**src/rtl/mem_req_ctrl.sv**
```systemverilog
// MEM-stage data-cache request sequencer: one access in flight, holds the request
// stable until addr_ok, buffers a response the pipeline cannot take, drops flushed data.
module mem_req_ctrl #(
    parameter int ADDR_WIDTH = 32,
    parameter int DATA_WIDTH = 32
) (
    input  logic                      clk,
    input  logic                      rst,
    input  logic                      flush,
    input  logic                      req_valid,
    input  logic                      req_we,
    input  logic [ADDR_WIDTH-1:0]     req_addr,
    input  logic [DATA_WIDTH/8-1:0]   req_sel,
    input  logic [DATA_WIDTH-1:0]     req_wdata,
    input  logic                      pipe_advance,
    output logic                      cache_req_valid,
    output logic                      cache_we,
    output logic [ADDR_WIDTH-1:0]     cache_addr,
    output logic [DATA_WIDTH/8-1:0]   cache_sel,
    output logic [DATA_WIDTH-1:0]     cache_wdata,
    input  logic                      cache_addr_ok,
    input  logic                      cache_data_ok,
    input  logic [DATA_WIDTH-1:0]     cache_rdata,
    output logic                      resp_valid,
    output logic [DATA_WIDTH-1:0]     resp_data,
    output logic                      stallreq
);

    typedef enum logic [2:0] {
        IDLE      = 3'd0,
        WAIT_ADDR = 3'd1,
        WAIT_DATA = 3'd2,
        HOLD      = 3'd3,
        DISCARD   = 3'd4
    } state_t;

    state_t                    state_q, state_d;
    logic                      discard_q, discard_d;
    logic                      we_q, we_d;
    logic [ADDR_WIDTH-1:0]     addr_q, addr_d;
    logic [DATA_WIDTH/8-1:0]   sel_q, sel_d;
    logic [DATA_WIDTH-1:0]     wdata_q, wdata_d;
    logic [DATA_WIDTH-1:0]     buf_q, buf_d;

    logic                      req_v;
    logic                      c_we;
    logic [ADDR_WIDTH-1:0]     c_addr;
    logic [DATA_WIDTH/8-1:0]   c_sel;
    logic [DATA_WIDTH-1:0]     c_wdata;
    logic                      rv;
    logic [DATA_WIDTH-1:0]     rd;

    always_ff @(posedge clk or posedge rst) begin
        if (rst) begin
            state_q   <= IDLE;
            discard_q <= 1'b0;
            we_q      <= 1'b0;
            addr_q    <= '0;
            sel_q     <= '0;
            wdata_q   <= '0;
            buf_q     <= '0;
        end else begin
            state_q   <= state_d;
            discard_q <= discard_d;
            we_q      <= we_d;
            addr_q    <= addr_d;
            sel_q     <= sel_d;
            wdata_q   <= wdata_d;
            buf_q     <= buf_d;
        end
    end

    always_comb begin
        state_d   = state_q;
        discard_d = discard_q;
        we_d      = we_q;
        addr_d    = addr_q;
        sel_d     = sel_q;
        wdata_d   = wdata_q;
        buf_d     = buf_q;
        req_v     = 1'b0;
        c_we      = we_q;
        c_addr    = addr_q;
        c_sel     = sel_q;
        c_wdata   = wdata_q;
        rv        = 1'b0;
        rd        = '0;

        case (state_q)
            IDLE: begin
                // Zero-cycle issue straight from the MEM-stage inputs
                if (req_valid && !flush) begin
                    req_v     = 1'b1;
                    c_we      = req_we;
                    c_addr    = req_addr;
                    c_sel     = req_sel;
                    c_wdata   = req_wdata;
                    we_d      = req_we;
                    addr_d    = req_addr;
                    sel_d     = req_sel;
                    wdata_d   = req_wdata;
                    discard_d = 1'b0;
                    state_d   = cache_addr_ok ? WAIT_DATA : WAIT_ADDR;
                end
            end
            WAIT_ADDR: begin
                // The cache may already be committed to this request, so it is never withdrawn
                req_v = 1'b1;
                if (flush) discard_d = 1'b1;
                if (cache_addr_ok) state_d = (discard_q || flush) ? DISCARD : WAIT_DATA;
            end
            WAIT_DATA: begin
                if (cache_data_ok) begin
                    if (flush) begin
                        state_d = IDLE;
                    end else if (pipe_advance) begin
                        rv      = 1'b1;
                        rd      = we_q ? '0 : cache_rdata;
                        state_d = IDLE;
                    end else begin
                        buf_d   = we_q ? '0 : cache_rdata;
                        state_d = HOLD;
                    end
                end else if (flush) begin
                    state_d = DISCARD;
                end
            end
            HOLD: begin
                rv = 1'b1;
                rd = buf_q;
                if (flush || pipe_advance) state_d = IDLE;
            end
            DISCARD: begin
                if (cache_data_ok) begin
                    state_d   = IDLE;
                    discard_d = 1'b0;
                end
            end
            default: state_d = IDLE;
        endcase
    end

    // Outputs are forced to zero while rst is held, not just after the next edge
    assign cache_req_valid = req_v & ~rst;
    assign cache_we        = cache_req_valid & c_we;
    assign cache_addr      = cache_req_valid ? c_addr  : '0;
    assign cache_sel       = cache_req_valid ? c_sel   : '0;
    assign cache_wdata     = cache_req_valid ? c_wdata : '0;
    assign resp_valid      = rv & ~rst;
    assign resp_data       = resp_valid ? rd : '0;
    assign stallreq        = req_valid & ~resp_valid & ~flush & ~rst;

endmodule

```
**config.mk**
```make
export PLATFORM = sky130hd
export DESIGN_NAME = mem_req_ctrl
export DESIGN_NICKNAME = d
export VERILOG_FILES = /design/src/rtl/mem_req_ctrl.sv
export SDC_FILE = /design/constraint.sdc
export NUM_CORES = 1
export LEC_CHECK = 0
export BUFFER_PORTS_ARGS = -buffer_cell sky130_fd_sc_hd__buf_2
export CAP_MARGIN = 40
export CORE_MARGIN = 3
export CORE_UTILIZATION = 48
export DETAILED_ROUTE_END_ITERATION = 8
export PLACE_DENSITY_LB_ADDON = 0.08
export SETUP_SLACK_MARGIN = 0.4
export SLEW_MARGIN = 15
export SYNTH_ARGS = -nofsm -noshare
export SYNTH_HDL_FRONTEND = slang
export SYNTH_SLANG_ARGS = --single-unit
export TNS_END_PERCENT = 1
```
**constraint.sdc**
```tcl
create_clock -name clk -period 4.45 [get_ports clk]
set_clock_uncertainty 0.2 [all_clocks]
set_input_delay 0.445 -clock clk [delete_from_list [all_inputs] [get_ports clk]]
set_output_delay 0.445 -clock clk [all_outputs]
set_load 0.02 [all_outputs]
```
==> results of run 1 <==
[registers in the layout (all words and copies together) (netlist names)]
register	count
addr_q	32
buf_q	32
discard_q	1
sel_q	4
state_q	3
wdata_q	32
we_q	1
[layer usage]
layer / track usage [%] / wire length, µm / up-vias
li1: - / - / 2030
met1: 27.0 / 5120 / 1931
met2: 30.4 / 5600 / 151
met3: 6.64 / 1130 / 19
met4: 7.12 / 240 / 0
met5: 0 / 0 / -
[report_power, final]
part | switching [W] | internal (W)
Combinational | 0.000802 | 0.000668
Clock | 0.000329 | 0.000263
Sequential | 0.000156 | 0.00136
Total | 0.00129 | 0.00229
[worst max-delay path: stages, from the launching register on]
cell     delay, ps
dfrtp_1        620
nor2_2         110
nand3_4        380
buf_4          530
mux2_2         410
and2_1         160
buf_2          150
[area by class of cell]
class / instances / area (µm²)
tap: 136 / 170
clock buffer: 10 / 128
timing repair buffer: 221 / 1180
multi-input combinational: 333 / 2300
inverter: 4 / 18.8
sequential: 105 / 2630
fill: 901 / 3870
antenna: 1 / 2.50
clock inverter: 6 / 68.8
[layout by cell type, fill, tap and decap left out, types with 2 or more instances in the layout]
cell type   count
clkinv_4        3
dfrtp_1       105
mux2_4         10
inv_1           2
and2_1         70
nor2b_1         2
and3_1          2
nor2_1         34
buf_4           5
clkinvlp_4      2
mux2_2         60
a31oi_1         3
nor3b_1         2
o21ai_1         7
clkbuf_8        9
nand3b_1        2
nand2_1        66
nand2b_1        2
a21oi_1         2
a32oi_1        32
o21ai_0        27
buf_2         211
buf_8           2
[cells in the mapped netlist, drive strengths merged (2+ instances only)]
cell / instances
nand3: 2
o21ai: 34
inv: 4
and3: 2
nand2b: 2
nor2b: 2
clkbuf: 21
a21oi: 2
nor2: 36
nor3b: 2
dfrtp: 105
a31oi: 3
and2: 70
a32oi: 32
nand2: 66
nand3b: 2
buf: 20
mux2: 70
[final timing paths]
path,to,startpoint,cells past startpoint,slack [ps]
setup / recovery,cache_we,state_q[0],6,1040
hold / removal,wdata_q[30],req_wdata[30],2,110
setup reg to reg,sel_q[0],state_q[0],4,2040
hold reg to reg,buf_q[5],buf_q[5],2,290
max in group asynchronous,wdata_q[8],rst,5,2510
min in group asynchronous,state_q[0],rst,3,470
[per-stage QoR]
step	power, W	setup slack (ps)	utilization (%)	instance area, µm²
3_3_place_gp	0.00293	1430	59.9	6210
6_report	0.00358	1040	62.7	6500
3_5_place_dp	0.00302	1440	60.6	6290
5_1_grt	0.00385	836	62.6	6490
2_1_floorplan	0.00259	884	-	5130
4_1_cts	0.00361	1010	62.6	6490
[kinds of logic (layout without fill, tap and decap cells)]
logic type,Yosys count,after routing,synth area share [%]
AO/OA/AOI/OAI,75,75,10.0
buffers and inverters,45,241,4.03
flip-flops,105,105,51.2
multiplexers,71,71,16.3
other,0,1,0
AND/OR/NAND/NOR,187,187,18.4
[what timing repair did]
item	4_1_cts	5_1_grt
endpoints found under the hold margin	20	0
hold buffers	1	0
gates resized for setup	0	0
==> flow_summary.json, run 1 <==
{
  "status": "finished, final reports clean",
  "dp_hpwl_um": 8730,
  "worstPathRequired_ps": 3810,
  "io_buffers": 211,
  "synth_area_leaders": "dfrtp_1 (51%), mux2_2 (13%), and2_1 (8.5%)",
  "num_io_pins": 212,
  "fin_cells": 816,
  "cts_tree": "yes",
  "synth_edf_count": 0,
  "report.final.setup_viol": 0,
  "overflow": 0,
  "synth-main-ff-cell": "dfrtp_1",
  "fmax_mhz": 293,
  "end_kind": "output pin",
  "vias_per_cell": 5.06,
  "rsz0062_at_grt": "no",
  "wirelength_um": 12100,
  "place_inst": 798,
  "grt_pass1_vias": 4009,
  "nets": 782,
  "peakVddDrop_mv": 0.296,
  "antenna_found_initial": 0,
  "hp-class": "primary input to register",
  "ys_types": 35,
  "postRouteAntennaNets": 0,
  "grt_usage_pct": 20.0,
  "power_per_cell_area_nw_per_um2": 550,
  "syn_nets": 591,
  "slew_violations": 0,
  "routabilityCongestion": 0.829,
  "die_h_um": 109,
  "relSlewSlack_pct": 63.7,
  "leakage_nw": 3.30,
  "remaining_drc_errors": 0,
  "timing.final.crit_share_pct": 76.7,
  "drive_gt1_share_pct": 45.9,
  "vias": 4131,
  "async_flop_share_pct": 100,
  "syn_inst": 483,
  "insertion_delay_ps": 360,
  "holdWs_ps": 112,
  "crit_path_max_fanout": 38,
  "htree_levels": 3,
  "grt_max_degree": 71,
  "critPathLaunchType": "register",
  "worstMarginPinSlew_ps": 544,
  "core-area_um2": 10400,
  "synthesis.area_um2": 5130,
  "maxCapViolCount": 0,
  "hold_viol": 0,
  "dieArea_um2": 12000,
  "die_x_um": 109,
  "cts_root_buf": "clkbuf_8",
  "rows": 37,
  "cts_made_buffers": 9,
  "dr.first_iter.drc_count": 324,
  "avgSynthCellArea_um2": 10.6,
  "critPathKind": "register to output pin",
  "post_cts_buffers": 0,
  "yosysSeqAreaShare_pct": 51.2,
  "ys_warn_count": 0,
  "cts_buffer_depth": 2,
  "synth_top_area_share_pct": 51.2,
  "syn2layout_area_growth_pct": 26.7,
  "tns_ps": 0,
  "grt_pass1_wl_um": 19100,
  "dr.pass1.iters": 4,
  "start_util_pct": 49.4,
  "clk_pin_slew_ps": 110,
  "drt-wirelength-per-cell_um": 14.8,
  "fin_crit_ps": 3410,
  "synth_top_area_cell": "dfrtp_1",
  "crit_arrival_ps": 2770,
  "clkSinkCount": 105,
  "ys_ff_latch": 105
}
Power figures use the tool's default switching activity.
==> run 2, diff against run 1 <==
--- a/config.mk
+++ b/config.mk
@@ -8,7 +8,7 @@
 export BUFFER_PORTS_ARGS = -buffer_cell sky130_fd_sc_hd__buf_2
 export CAP_MARGIN = 40
 export CORE_MARGIN = 3
-export CORE_UTILIZATION = 48
+export CORE_UTILIZATION = 44
 export DETAILED_ROUTE_END_ITERATION = 8
 export PLACE_DENSITY_LB_ADDON = 0.08
 export SETUP_SLACK_MARGIN = 0.4
==> constraint.sdc (replaced) <==
create_clock -name clk -period 3.1 [get_ports clk]
set_clock_uncertainty 0.2 [all_clocks]
set_input_delay 0.31 -clock clk [delete_from_list [all_inputs] [get_ports clk]]
set_output_delay 0.31 -clock clk [all_outputs]
set_load 0.02 [all_outputs]
==> run 2 against run 1 <==
- final cell count up 7.7%
- first-iteration DRC count down 3.4%
- via count up 7.2%
- power up 54%
- die area up 8.6%
- final area up 11%
- global-route usage up 0.64 points
- highest routed layer unchanged
==> flow_summary.json, run 2 (synthesis results as in run 1) <==
{
  "rows": 38,
  "end_kind": "output pin",
  "total_power_w": 0.00550,
  "grt_max_degree": 65,
  "nets": 841,
  "mostFrequentLayoutCells": "buf_2 (211), dfrtp_1 (102), nand2_1 (66), mux2_2 (60), and2_1 (57)",
  "drive_gt1_share_pct": 45.3,
  "report.final.setup_viol": 0,
  "num_io_pins": 212,
  "dp_hpwl_um": 9000,
  "critPathKind": "register to output pin",
  "crit_chain": "nor2_2 -> nand3_4 -> buf_4 -> mux2_2 -> and2_2 -> buf_2",
  "antenna_found_initial": 0,
  "fin_cells": 879,
  "worstPathRequired_ps": 2590,
  "vias_per_cell": 5.04,
  "wirelength_um": 13500,
  "switchingPower_w": 0.00193,
  "dr.pass1.iters": 6,
  "vias": 4430,
  "start_util_pct": 46.1,
  "grt_pass1_vias": 4524,
  "holdWs_ps": 11.0,
  "layout_commonest_cell": "buf_2",
  "dieArea_um2": 13000,
  "p_comb_share_pct": 40.7,
  "syn2layout_area_growth_pct": 40.9,
  "timing.final.crit_share_pct": 83.5,
  "hold_viol": 0,
  "peakVddDrop_mv": 0.694,
  "critPathLaunchType": "register",
  "crit_path_max_fanout": 22,
  "overflow": 0,
  "routabilityCongestion": 0.759,
  "hp-class": "primary input to register",
  "rsz0062_at_grt": "yes",
  "maxCapViolCount": 0,
  "die_x_um": 114,
  "core-area_um2": 11100,
  "p_clk_share_pct": 19.6,
  "dr.first_iter.drc_count": 313,
  "relSlewSlack_pct": 59.6,
  "cts_made_buffers": 9,
  "postRouteAntennaNets": 0,
  "place_inst": 806,
  "die_h_um": 114,
  "insertion_delay_ps": 350,
  "remaining_drc_errors": 0,
  "status": "finished, final reports clean",
  "clk_pin_slew_ps": 70,
  "slowest_stage": "dfrtp_2",
  "io_buffers": 211,
  "reg_top3": "addr_q: 32 flops, buf_q: 32 flops, wdata_q: 32 flops",
  "htree_levels": 3,
  "cts_buffer_depth": 2,
  "swShare_pct": 35.1,
  "drt-wirelength-per-cell_um": 15.4,
  "leakage_nw": 3.60,
  "post_cts_buffers": 0,
  "slew_violations": 0,
  "cts_root_buf": "clkbuf_16",
  "fmax_mhz": 386,
  "crit_arrival_ps": 2080,
  "power.internal_w": 0.00356,
  "r2r_slack_ps": 1360,
  "seq_power_share_pct": 39.7,
  "post-route-util_pct": 64.9,
  "fin_crit_ps": 2590,
  "clkSinkCount": 105,
  "grt_usage_pct": 20.7,
  "grt_pass1_wl_um": 21500,
  "critPathMaxStageDelay_ps": 510,
  "worstMarginPinSlew_ps": 605,
  "cts_tree": "yes",
  "power_per_cell_area_nw_per_um2": 761
}
[run 2: worst max-delay path, delay by kind of cell (launching register included)]
kind | cells | cell delay, ps
buffers and inverters | 2 | 440
DFF | 1 | 510
muxes | 1 | 390
and+or+nand+nor | 3 | 380
[run 2: worst paths after layout]
path                                  from        endpoint  cells after the start
min in group asynchronous              rst       discard_q                      5
hold reg to reg                   buf_q[0]        buf_q[0]                      2
hold / removal             cache_rdata[21]       buf_q[21]                      3
setup / recovery                state_q[0]  cache_addr[10]                      6
max in group asynchronous              rst      addr_q[29]                      6
setup reg to reg                state_q[0]      addr_q[11]                      4
[run 2: layout make-up]
| class | count | area [µm²] |
|---|---|---|
| fill | 927 | 3900 |
| clock buffer | 11 | 243 |
| timing repair buffer | 280 | 1790 |
| antenna | 1 | 2.50 |
| clock inverter | 5 | 37.5 |
| multi-input combinational | 333 | 2330 |
| sequential | 105 | 2630 |
| tap | 140 | 175 |
| inverter | 4 | 23.8 |
[run 2: power by group through the flow]
| stage | Sequential [W] | Combinational (W) | Clock (W) |
|---|---|---|---|
| after detailed placement | 0.00220 | 0.00215 | 0 |
| after CTS | 0.00218 | 0.00223 | 0.00111 |
| after global routing | 0.00224 | 0.00246 | 0.00117 |
| after global placement | 0.00217 | 0.00212 | 0 |
| after floorplan | 0.00211 | 0.00166 | 0 |
| final | 0.00218 | 0.00223 | 0.00108 |
[run 2: stage by stage]
stage	instance area [µm²]	TNS (ps)	worst slack [ps]
after CTS	7180	0	379
after global placement	6320	0	734
final	7220	0	512
after global routing	7220	0	395
after detailed placement	6340	0	716
after floorplan	5170	-9030	-134
[run 2: repair_timing]
action                     CTS  global route
setup endpoints to repair   61            72
hold buffers                54             2
gates cloned                 0             0
gates resized for setup      3             8
hold endpoints to repair    87             2
[run 2: per-layer routing]
layer  part of all wire, %  track usage [%]
met5                     0                0
met4                   1.2             4.59
met3                   7.9             7.27
met2                    50             35.6
met1                    41             25.1
==> run 3, diff against run 2 <==
==> constraint.sdc (replaced) <==
create_clock -name clk -period 2.1 [get_ports clk]
set_clock_uncertainty 0.2 [all_clocks]
set_input_delay 0.21 -clock clk [delete_from_list [all_inputs] [get_ports clk]]
set_output_delay 0.21 -clock clk [all_outputs]
set_load 0.02 [all_outputs]
==> run 3 against run 2 <==
- the run now ends with hold timing, setup timing left
- critical path depth stayed put
- power is 62% higher
- final cell count is 1.6% lower
- routed wire length is 0.45% lower
- critical path type unchanged
==> flow_summary.json, run 3 (synthesis results as in run 1) <==
{
  "status": "finished, violations left",
  "violations": "hold timing, setup timing",
  "critPathLaunchType": "register",
  "fin_cells": 865,
  "routabilityCongestion": 0.825,
  "antenna_found_initial": 1,
  "remaining_drc_errors": 0,
  "io_buffers": 211,
  "dr.pass1.iters": 5,
  "end_kind": "output pin",
  "vias": 4410,
  "slew_violations": 0,
  "rows": 38,
  "cts_tree": "yes",
  "fmax_mhz": 429,
  "hp-class": "primary input to register",
  "hold_buffers": 34,
  "drive_gt1_share_pct": 53.0,
  "core-area_um2": 11100,
  "fin_crit_ps": 2330,
  "grt_pass1_vias": 4366,
  "cts_root_buf": "clkbuf_16",
  "holdWs_ps": -98.8,
  "rsz0062_at_grt": "yes",
  "reg_top3": "addr_q: 32 flops, buf_q: 32 flops, wdata_q: 32 flops",
  "vias_per_cell": 5.10,
  "power_per_cell_area_nw_per_um2": 1170,
  "slowest_stage": "dfrtp_2",
  "postRouteAntennaNets": 0,
  "layout_commonest_cell": "buf_2",
  "worstMarginPinSlew_ps": 389,
  "crit_path_max_fanout": 10,
  "worstPathRequired_ps": 1690,
  "crit_arrival_ps": 1920,
  "report.final.setup_viol": 101,
  "dr.first_iter.drc_count": 194,
  "overflow": 0,
  "die_x_um": 114,
  "clk_pin_slew_ps": 70,
  "drt-wirelength-per-cell_um": 15.6,
  "clkSinkCount": 105,
  "grt_max_degree": 65,
  "r2r_slack_ps": 350,
  "total_power_w": 0.00889,
  "hold_start": "req_wdata[19]",
  "critPathKind": "register to output pin",
  "syn2layout_area_growth_pct": 48.3,
  "relSlewSlack_pct": 74.1,
  "maxCapViolCount": 0,
  "timing.final.crit_share_pct": 111,
  "critPathMaxStageDelay_ps": 460,
  "cts_buffer_depth": 2,
  "start_util_pct": 46.1,
  "dp_hpwl_um": 9060,
  "wirelength_um": 13500,
  "insertion_delay_ps": 340,
  "htree_levels": 3,
  "peakVddDrop_mv": 0.663,
  "place_inst": 812,
  "mostFrequentLayoutCells": "buf_2 (159), dfrtp_1 (102), mux2_2 (59), and2_1 (56), buf_4 (48)",
  "cts_made_buffers": 9,
  "nets": 828,
  "die_h_um": 114,
  "r2r_start": "state_q[2]",
  "n_antenna_cell": 0,
  "crit_start": "state_q[2]",
  "leakage_nw": 3.69,
  "num_io_pins": 212,
  "dieArea_um2": 13000,
  "grt_usage_pct": 19.9,
  "hold_viol": 69,
  "setup_slack_ps": -233,
  "crit_chain": "nor4b_4 -> and3_4 -> buf_6 -> a32oi_1 -> nor2_1 -> buf_4",
  "grt_pass1_wl_um": 20900
}
-- run 3: cell types whose count changed in the layout (fill, tap and decap cells not counted), moves of 3 or more --
| cell | delta |
|---|---|
| buf_12 | +4 |
| dlygate4sd3_1 | -22 |
| buf_8 | +3 |
| o21ai_1 | +10 |
| buf_4 | +40 |
| nand2_4 | +13 |
| o21ai_2 | +14 |
| bufinv_16 | +3 |
| nand2_2 | +9 |
| buf_2 | -52 |
| nand2_1 | -22 |
| o21ai_0 | -24 |
| buf_6 | +13 |
-- run 3: final cells by class --
type | instances | area (µm²)
Clock buffer | 11 | 243
Clock inverter | 5 | 103
Fill cell | 904 | 3520
Inverter | 4 | 18.8
Multi-Input combinational cell | 333 | 2550
Sequential cell | 105 | 2630
Tap cell | 140 | 175
Timing Repair Buffer | 267 | 1890
-- run 3: final timing paths --
| kind | end | cells past startpoint |
|---|---|---|
| max in group asynchronous | addr_q[11] | 5 |
| worst min-delay path | wdata_q[19] | 2 |
| worst max-delay path | resp_data[8] | 6 |
| min in group asynchronous | addr_q[19] | 4 |
| worst min register to register | buf_q[25] | 2 |
| worst max register to register | buf_q[14] | 5 |
-- run 3: what timing repair did --
| action | CTS | global route |
|---|---|---|
| resized for setup | 73 | 102 |
| setup buffers | 2 | 0 |
| endpoints found under the hold margin | 166 | 69 |
| endpoints found under the setup margin | 127 | 130 |
| cloned | 1 | 0 |
| pin swaps | 3 | 28 |
-- run 3: through the flow --
stage	setup slack, ps	setup TNS (ps)	area [µm²]	util (%)	hold WS [ps]
2_1_floorplan	-934	-89430	5170	-	146
3_3_place_gp	63.8	0	6400	57.5	232
3_5_place_dp	8.78	0	6420	57.7	199
4_1_cts	-251	-19510	7340	66.0	-107
5_1_grt	-334	-26050	7610	68.4	-98.6
6_report	-233	-18090	7610	68.4	-98.8
-- run 3: power breakdown --
group | internal [W] | total [W] | leakage [nW] | switching (W)
sequential | 0.00289 | 0.00324 | 1.30 | 0.000355
clock | 0.00120 | 0.00193 | 0.166 | 0.000734
combinational | 0.00183 | 0.00371 | 2.23 | 0.00188
total | 0.00592 | 0.00889 | 3.69 | 0.00297
-- run 3: critical path: cells and delay by family (launching register included) --
family / cells / cell delay [ps]
buffers and inverters: 2 / 310
AO/OA/AOI/OAI: 1 / 110
flip-flops: 1 / 460
AND/OR/NAND/NOR: 3 / 700
-- run 3: metal layers --
metal  wire length (µm)  global-route usage [%]  share of wire [%]
met5                 14                       0               0.10
met4                199                    6.65                1.5
met3               1030                    5.78                7.6
met2               6700                    32.7                 50
met1               5530                    25.3                 41
